## src/rtl/bit_serializer.sv

```systemverilog
// bit_serializer
//
// Parallel-to-serial front end for the sequence-detector FSMs. A WIDTH-bit word
// is accepted through a load/ready handshake and shifted out MSB-first, one bit
// per clock. Words stream back-to-back with no idle gap when the next load
// lands on the final bit of the current frame.
//
// Optional feature: define BIT_SERIALIZER_PARITY_EN to append one even-parity
// bit (XOR of the loaded word) after the LSB, making each frame WIDTH+1 bits.
//
// Parameters:
//   WIDTH    bits per word, legal range 2..32
//
// Ports:
//   clk      rising-edge clock
//   rst      asynchronous, active-high reset
//   data_in  parallel word, sampled only on an accepted load
//   load     load request, accepted when load && ready
//   ready    a load will be accepted at the next edge
//   out      serial bit, 0 whenever valid is 0
//   valid    out carries a frame bit this cycle
//   last     final bit of the current frame

module bit_serializer #(
   parameter int unsigned WIDTH = 7
) (
   input  logic             clk,
   input  logic             rst,
   input  logic [WIDTH-1:0] data_in,
   input  logic             load,
   output logic             ready,
   output logic             out,
   output logic             valid,
   output logic             last
);

`ifdef BIT_SERIALIZER_PARITY_EN
   localparam int unsigned FRAME = WIDTH + 1;
`else
   localparam int unsigned FRAME = WIDTH;
`endif

   localparam int unsigned   CW       = $clog2(WIDTH + 2);
   localparam logic [CW-1:0] LAST_CNT = CW'(FRAME - 1);

   typedef enum logic [0:0] {
      StIdle,
      StShift
   } state_e;

   state_e           state_q, state_d;
   logic [WIDTH-1:0] sreg_q, sreg_d;
   logic [CW-1:0]    cnt_q, cnt_d;
   logic             at_last;
   logic             accept;

`ifdef BIT_SERIALIZER_PARITY_EN
   localparam logic [CW-1:0] PAR_CNT = CW'(WIDTH);

   logic par_q, par_d;

   // Parity is taken from the word as loaded, since sreg is consumed by shifting.
   always_comb begin
      par_d = par_q;
      if (accept) begin
         par_d = ^data_in;
      end
   end

   always_ff @(posedge clk or posedge rst) begin
      if (rst) begin
         par_q <= 1'b0;
      end else begin
         par_q <= par_d;
      end
   end
`endif

   // ready depends on state and cnt only, so a load never feeds back into it.
   always_comb begin
      at_last = (state_q == StShift) && (cnt_q == LAST_CNT);
      ready   = (state_q == StIdle) || at_last;
      accept  = load && ready;
   end

   always_comb begin
      state_d = state_q;
      sreg_d  = sreg_q;
      cnt_d   = cnt_q;
      valid   = 1'b0;
      out     = 1'b0;
      last    = 1'b0;

      case (state_q)
         StIdle: begin
            if (accept) begin
               sreg_d  = data_in;
               cnt_d   = '0;
               state_d = StShift;
            end
         end

         StShift: begin
            valid = 1'b1;
            last  = at_last;
`ifdef BIT_SERIALIZER_PARITY_EN
            // After WIDTH shifts sreg is empty; the extra cycle carries parity.
            if (cnt_q == PAR_CNT) begin
               out = par_q;
            end else begin
               out = sreg_q[WIDTH-1];
            end
`else
            out = sreg_q[WIDTH-1];
`endif
            if (at_last) begin
               if (accept) begin
                  // Reload on the final bit so the next MSB follows with no gap.
                  sreg_d = data_in;
                  cnt_d  = '0;
               end else begin
                  sreg_d  = '0;
                  cnt_d   = '0;
                  state_d = StIdle;
               end
            end else begin
               sreg_d = {sreg_q[WIDTH-2:0], 1'b0};
               cnt_d  = cnt_q + 1'b1;
            end
         end

         default: begin
            state_d = StIdle;
         end
      endcase
   end

   always_ff @(posedge clk or posedge rst) begin
      if (rst) begin
         state_q <= StIdle;
         sreg_q  <= '0;
         cnt_q   <= '0;
      end else begin
         state_q <= state_d;
         sreg_q  <= sreg_d;
         cnt_q   <= cnt_d;
      end
   end

endmodule

```

## config.mk

```make
export PLATFORM = sky130hd
export DESIGN_NAME = bit_serializer
export DESIGN_NICKNAME = d
export VERILOG_FILES = /design/src/rtl/bit_serializer.sv
export SDC_FILE = /design/constraint.sdc
export NUM_CORES = 1
export LEC_CHECK = 0
export ABC_AREA = 1
export CAP_MARGIN = 25
export CELL_PAD_IN_SITES_DETAIL_PLACEMENT = 1
export CELL_PAD_IN_SITES_GLOBAL_PLACEMENT = 1
export CORE_MARGIN = 2
export CORE_UTILIZATION = 30
export DETAILED_ROUTE_END_ITERATION = 7
export GPL_TIMING_DRIVEN = 0
export PLACE_DENSITY_LB_ADDON = 0.1
export SYNTH_ARGS = -nofsm -noshare
export SYNTH_HDL_FRONTEND = slang
export SYNTH_SLANG_ARGS = --single-unit
```

## constraint.sdc

```tcl
create_clock -name clk -period 1.17 [get_ports clk]
set_clock_uncertainty 0.1 [all_clocks]
set_input_delay 0.117 -clock clk [delete_from_list [all_inputs] [get_ports clk]]
set_output_delay 0.117 -clock clk [all_outputs]
set_load 0.01 [all_outputs]
```

==> results of run 1 <==
## cells in the final DEF (no fill, tap or decap)
master           count
a21oi_1              1
a21oi_2              2
buf_2                3
buf_4                6
buf_6                6
buf_8                1
clkbuf_4             3
clkbuf_8             1
clkdlybuf4s50_1      9
dfrtp_1             11
dfrtp_2              1
ha_1                 1
ha_2                 1
inv_1                4
inv_2                2
inv_8                1
nand2_1             36
nand2_2              7
nand2_4              2
nand3_1              1
nand3_2              4
nand4_1              1
nor2_2               2
o21ai_1              1
o21ai_2              2
or2_1                1
## critical path: stages, from the launching register on
cell and delay, ns:
dfrtp_1 0.39, inv_1 0.07, ha_2 0.21, nand2_2 0.06
nor2_2 0.11, nand2_1 0.05, inv_1 0.04, buf_2 0.12
## metal layers
layer  wire length (um)  vias to the layer above  track usage [%]  part of all wire, %
met4                 44                        0            8.095                  2.4
met5                  0                        -                0                    0
met2                932                       11            28.83                   52
li1                   -                      312                -                    -
met1                772                      307            20.42                   43
met3                 50                        5            3.067                  2.8
## kinds of logic after synthesis
logic type / synth area share, %
buf+inv: 5.487
fa+ha+maj: 4.064
compound gates: 4.877
flops: 48.78
simple gates: 36.79
## synth_stat cells (all sizes together)
| library cell | instances | area (um2) |
|---|---|---|
| nand4 | 1 | 6.260 |
| buf | 1 | 5.000 |
| ha | 2 | 25.02 |
| nand2 | 45 | 176.4 |
| nand3 | 5 | 30.03 |
| nor2 | 2 | 7.510 |
| dfrtp | 12 | 300.3 |
| a21oi | 3 | 15.01 |
| inv | 7 | 28.78 |
| o21ai | 3 | 15.01 |
| or2 | 1 | 6.260 |
## state kept, by name, indices dropped and copies added (netlist names)
register  flops
state_q       1
sreg_q        7
cnt_q         4
## worst max path at each step
stage	startpoint	endpoint	slack (ns)
final	cnt_q[0]	last	-0.38
after global routing	cnt_q[0]	last	-0.47
after CTS	cnt_q[0]	last	-0.34
after detailed placement	cnt_q[0]	last	-0.48
after global placement	cnt_q[0]	last	-0.49
after floorplan	cnt_q[0]	state_q	-0.13
## cell type report
cell class	count	area, um2	area share (%)
tap	27	33.78	3.439
timing repair buffer	24	225.2	22.93
multi-input combinational	62	344.1	35.03
sequential	12	301.5	30.70
clock buffer	4	36.28	3.694
buffer	1	7.507	0.7643
inverter	7	33.78	3.439
## per-stage QoR
step	setup slack [ns]	hold slack, ns
after floorplan	-0.1282	-0.1183
after global placement	-0.4867	0.3615
after detailed placement	-0.4839	0.3660
after CTS	-0.3386	0.05765
after global routing	-0.4691	0.08421
final	-0.3787	0.03855
## report_power, final
| part | total (mW) | internal, mW | switching, mW |
|---|---|---|---|
| clock network | 0.354 | 0.190 | 0.165 |
| registers | 0.732 | 0.587 | 0.145 |
| logic | 1.28 | 0.641 | 0.638 |
## what timing repair did
| item | CTS | global route |
|---|---|---|
| resized for setup | 43 | 7 |
| endpoints found under the hold margin | 0 | 0 |
| endpoints found under the setup margin | 16 | 16 |
| buffers inserted | 7 | 4 |
| pin swaps | 3 | 5 |
| hold buffers | 0 | 0 |
| gates cloned | 1 | 0 |
==> metrics.txt, run 1 <==
status finished, violations left; failing checks setup timing; Unique masters post-synth 15; Min-Delay Path Class input port to async pin; Leak Pwr 0.5066 nW; global placement routability congestion 0.7078; Reg2Reg Setup Slack -0.29 ns; Post-Route WL 1799 um; # rows 16; H-tree Lvls 1; port bufs 13; Setup TNS -3.345 ns; clock latency on the worst-skew pair 0.29 ns; layout cells sized above 1 about two fifths; Final Util 50.58%; Die H 49.30 um; max cap viols 0; worst-case clock buffer depth 2; Critical Path Start Type flop; Avg Cell Area, Syn 7.507 um2; Max Clock Freq between 600 and 700 MHz; average wire per standard cell 13.13 um; Worst slew margin 68.07%; Finished Cell Area approximately 980 um2; syn_nets between 90 and 100; initial core utilization 31.70%; Inst Count DP between 100 and 150; clk sinks 12; die width 49.30 um; Final setup viols 16; maximum VDD drop 1104 uV; n_diodes 0; Yosys reg bits 12; worst slew pin tran approximately 0.48 ns; drt pass-1 iters 2; Die Area 2430 um2; unrepaired setup endpoints after global routing true; Seq/Total Area, Yosys between 40 and 50%; Synth Instances 82; clk slew on worst S/H paths 0.09 ns; Fill cells 243; # DRC 0; crit share post-route 132.4%; global-route wire length before repair about 3000 um; Req. time, crit path 0.95 ns; CTS tree yes; initial antenna violation count 0; hpwl dp 1099 um; Ports 14; Final Hold Viols 0; overflow left after global routing 0; YS warnings 0; r2r endpoint state_q; cts bufs inserted 3; Reg2Reg Depth 7; Cell Area, Synth 615.6 um2; Overall Power 2.366 mW; Arr. time, crit path 1.33 ns; crit path max fanout 3; largest net degree at the start of global routing 13; via count 635; vias per cell 4.635; dpl cell area just under 800 um2; core area just under 2000 um2; GR Util All Layers 16.94%; critical path class flop to output port; PD cells 2409 nW/um2; Layout Nets 123; Setup crit end kind output port; Finished Layout Cells roughly 140; vias in the first global route 659; Layout area overhead 59.55%; Final ANT Viol Nets 0; PnR worst setup slack -0.3787 ns; 1st-iter DRT viols 3; Reg-to-Reg Start cnt_q[0]; Slew Limit Fails 0; final worst path period need 1.549 ns; clock root buffer clkbuf_4
No activity file was read; power rests on OpenSTA's default activity.
==> run 2: changes to the inputs <==
--- a/config.mk
+++ b/config.mk
@@ -9,7 +9,6 @@
 export CAP_MARGIN = 25
 export CELL_PAD_IN_SITES_DETAIL_PLACEMENT = 1
 export CELL_PAD_IN_SITES_GLOBAL_PLACEMENT = 1
-export CORE_MARGIN = 2
 export CORE_UTILIZATION = 30
 export DETAILED_ROUTE_END_ITERATION = 7
 export GPL_TIMING_DRIVEN = 0
==> constraint.sdc (replaced) <==
create_clock -name clk -period 1.36 [get_ports clk]
set_clock_uncertainty 0.1 [all_clocks]
set_input_delay 0.136 -clock clk [delete_from_list [all_inputs] [get_ports clk]]
set_output_delay 0.136 -clock clk [all_outputs]
set_load 0.01 [all_outputs]
==> metrics.txt, run 2 (synthesis results as in run 1) <==
overflow left after global routing 0; Worst slew margin 68.06%; worst slew pin tran around 0.48 ns; # rows 16; Arr. time, crit path around 1.3 ns; maximum VDD drop 916.8 uV; Die H 47.30 um; vias per cell between 4 and 5; max reg flops 7; PnR worst setup slack -0.1461 ns; Critical Path Start Type flop; port bufs 13; failing checks setup timing; via count 606; Slew Limit Fails 0; Max Clock Freq about 660 MHz; cts bufs inserted 3; max cap viols 0; final worst path period need around 1.5 ns; # DRC 0; Setup TNS -1.268 ns; CTS tree yes; hpwl dp 1029 um; Req. time, crit path around 1.1 ns; Reg2Reg Depth 11; Worst path slowest cell dfrtp_1; CP Cell Sequence inv_2 -> ha_4 -> buf_4 -> nand3_2 -> nand2_4 -> buf_6; status finished, violations left; n_diodes 0; Biggest register sreg_q; global placement routability congestion approximately 0.66; Finished Cell Area 924.6 um2; global-route wire length before repair 2573 um; Final Hold Viols 0; 1st-iter DRT viols 9; dpl cell area 779.5 um2; clock root buffer clkbuf_4; Setup crit end kind output port; crit path max fanout 3; unrepaired setup endpoints after global routing true; final hold slack 0.06548 ns; slowest stage delay, CP about 0.41 ns; Fill cells between 200 and 300; clock latency on the worst-skew pair 0.28 ns; critical path class flop to output port; storage element area about 300 um2; Ports 14; clk slew on worst S/H paths 0.08 ns; crit share post-route 110.7%; drt pass-1 iters 4; average wire per standard cell 11.77 um; GR Util All Layers 17.24%; commonest non-fill, non-tap cell in the layout nand2_1; largest net degree at the start of global routing 13; r2r endpoint sreg_q[6]; die width 47.30 um; initial antenna violation count 0; clk sinks 12; core area 1942 um2; PD cells 2054 nW/um2; worst-case clock buffer depth 2; Final setup viols 14; biggest regs sreg_q (7), cnt_q (4), state_q (1); Multi-input gate area 319.1 um2; Post-Route WL 1577 um; Reg-to-Reg Start cnt_q[0]; vias in the first global route 606; Leak Pwr 0.4763 nW; H-tree Lvls 1; Die Area 2237 um2; Layout area overhead 50.20%; Overall Power 1.899 mW; Min-Delay Path Class input port to async pin; Layout Nets 120; Reg2Reg Setup Slack -0.11 ns; commonest non-fill, non-tap cells in the layout nand2_1, dfrtp_1, clkdlybuf4s50_1, buf_4, nand2_2; Setup WS pre-CTS -0.3446 ns; Final ANT Viol Nets 0; layout cells sized above 1 a little over 30%; initial core utilization between 30% and 40%
-- run 2: cell types whose count changed in the layout (fill, tap and decap cells not counted), sizes merged --
cell	delta
buf	-5
dlygate4sd2	+2
-- run 2: what timing repair did --
| action | CTS | global route |
|---|---|---|
| pin swaps | 13 | 4 |
| setup endpoints to repair | 10 | 14 |
| resized for setup | 21 | 11 |
| setup buffers | 5 | 3 |
| hold buffers | 0 | 0 |
-- run 2: layout make-up --
class	instances	share of cell area [%]
multi-input combinational	62	34.51
sequential	12	32.75
timing repair buffer	21	20.97
clock buffer	4	3.924
inverter	7	3.654
tap	27	3.654
buffer	1	0.5413
-- run 2: critical path, delay by kind of cell, from the launching register on --
family,cells,cell delay [ns]
flops,1,0.41
fa+ha+maj,1,0.14
buf+inv,3,0.28
simple gates,2,0.16
-- run 2: per-stage QoR --
stage               instances  utilization [%]
floorplan                  82                -
global placement          122            40.14
detailed placement        122            40.14
CTS                       131            44.91
global route              134            47.62
finish                    134            47.62
-- run 2: per-layer routing --
metal | up-vias | GRT usage (%) | routed length (um)
li1 | 305 | - | -
met1 | 283 | 22.09 | 728
met2 | 13 | 26.30 | 753
met3 | 5 | 4.615 | 61
met4 | 0 | 9.143 | 33
met5 | - | 0 | 0
-- run 2: worst max-delay path by stage --
stage                   from  slack [ns]  endpoint  cells past startpoint
floorplan           cnt_q[0]        0.04   state_q                      6
global placement    cnt_q[0]       -0.33      last                      7
detailed placement  cnt_q[0]       -0.34      last                      7
CTS                 cnt_q[0]       -0.17      last                      7
global route        cnt_q[0]       -0.21      last                      7
finish              cnt_q[0]       -0.15     ready                      6
-- run 2: where the power goes --
group          leakage, nW  total (mW)  switching (mW)  internal (mW)
logic                0.306       0.957           0.479          0.477
registers            0.150       0.644           0.135          0.508
clock network       0.0210       0.299           0.136          0.163
total                0.476        1.90           0.750           1.15
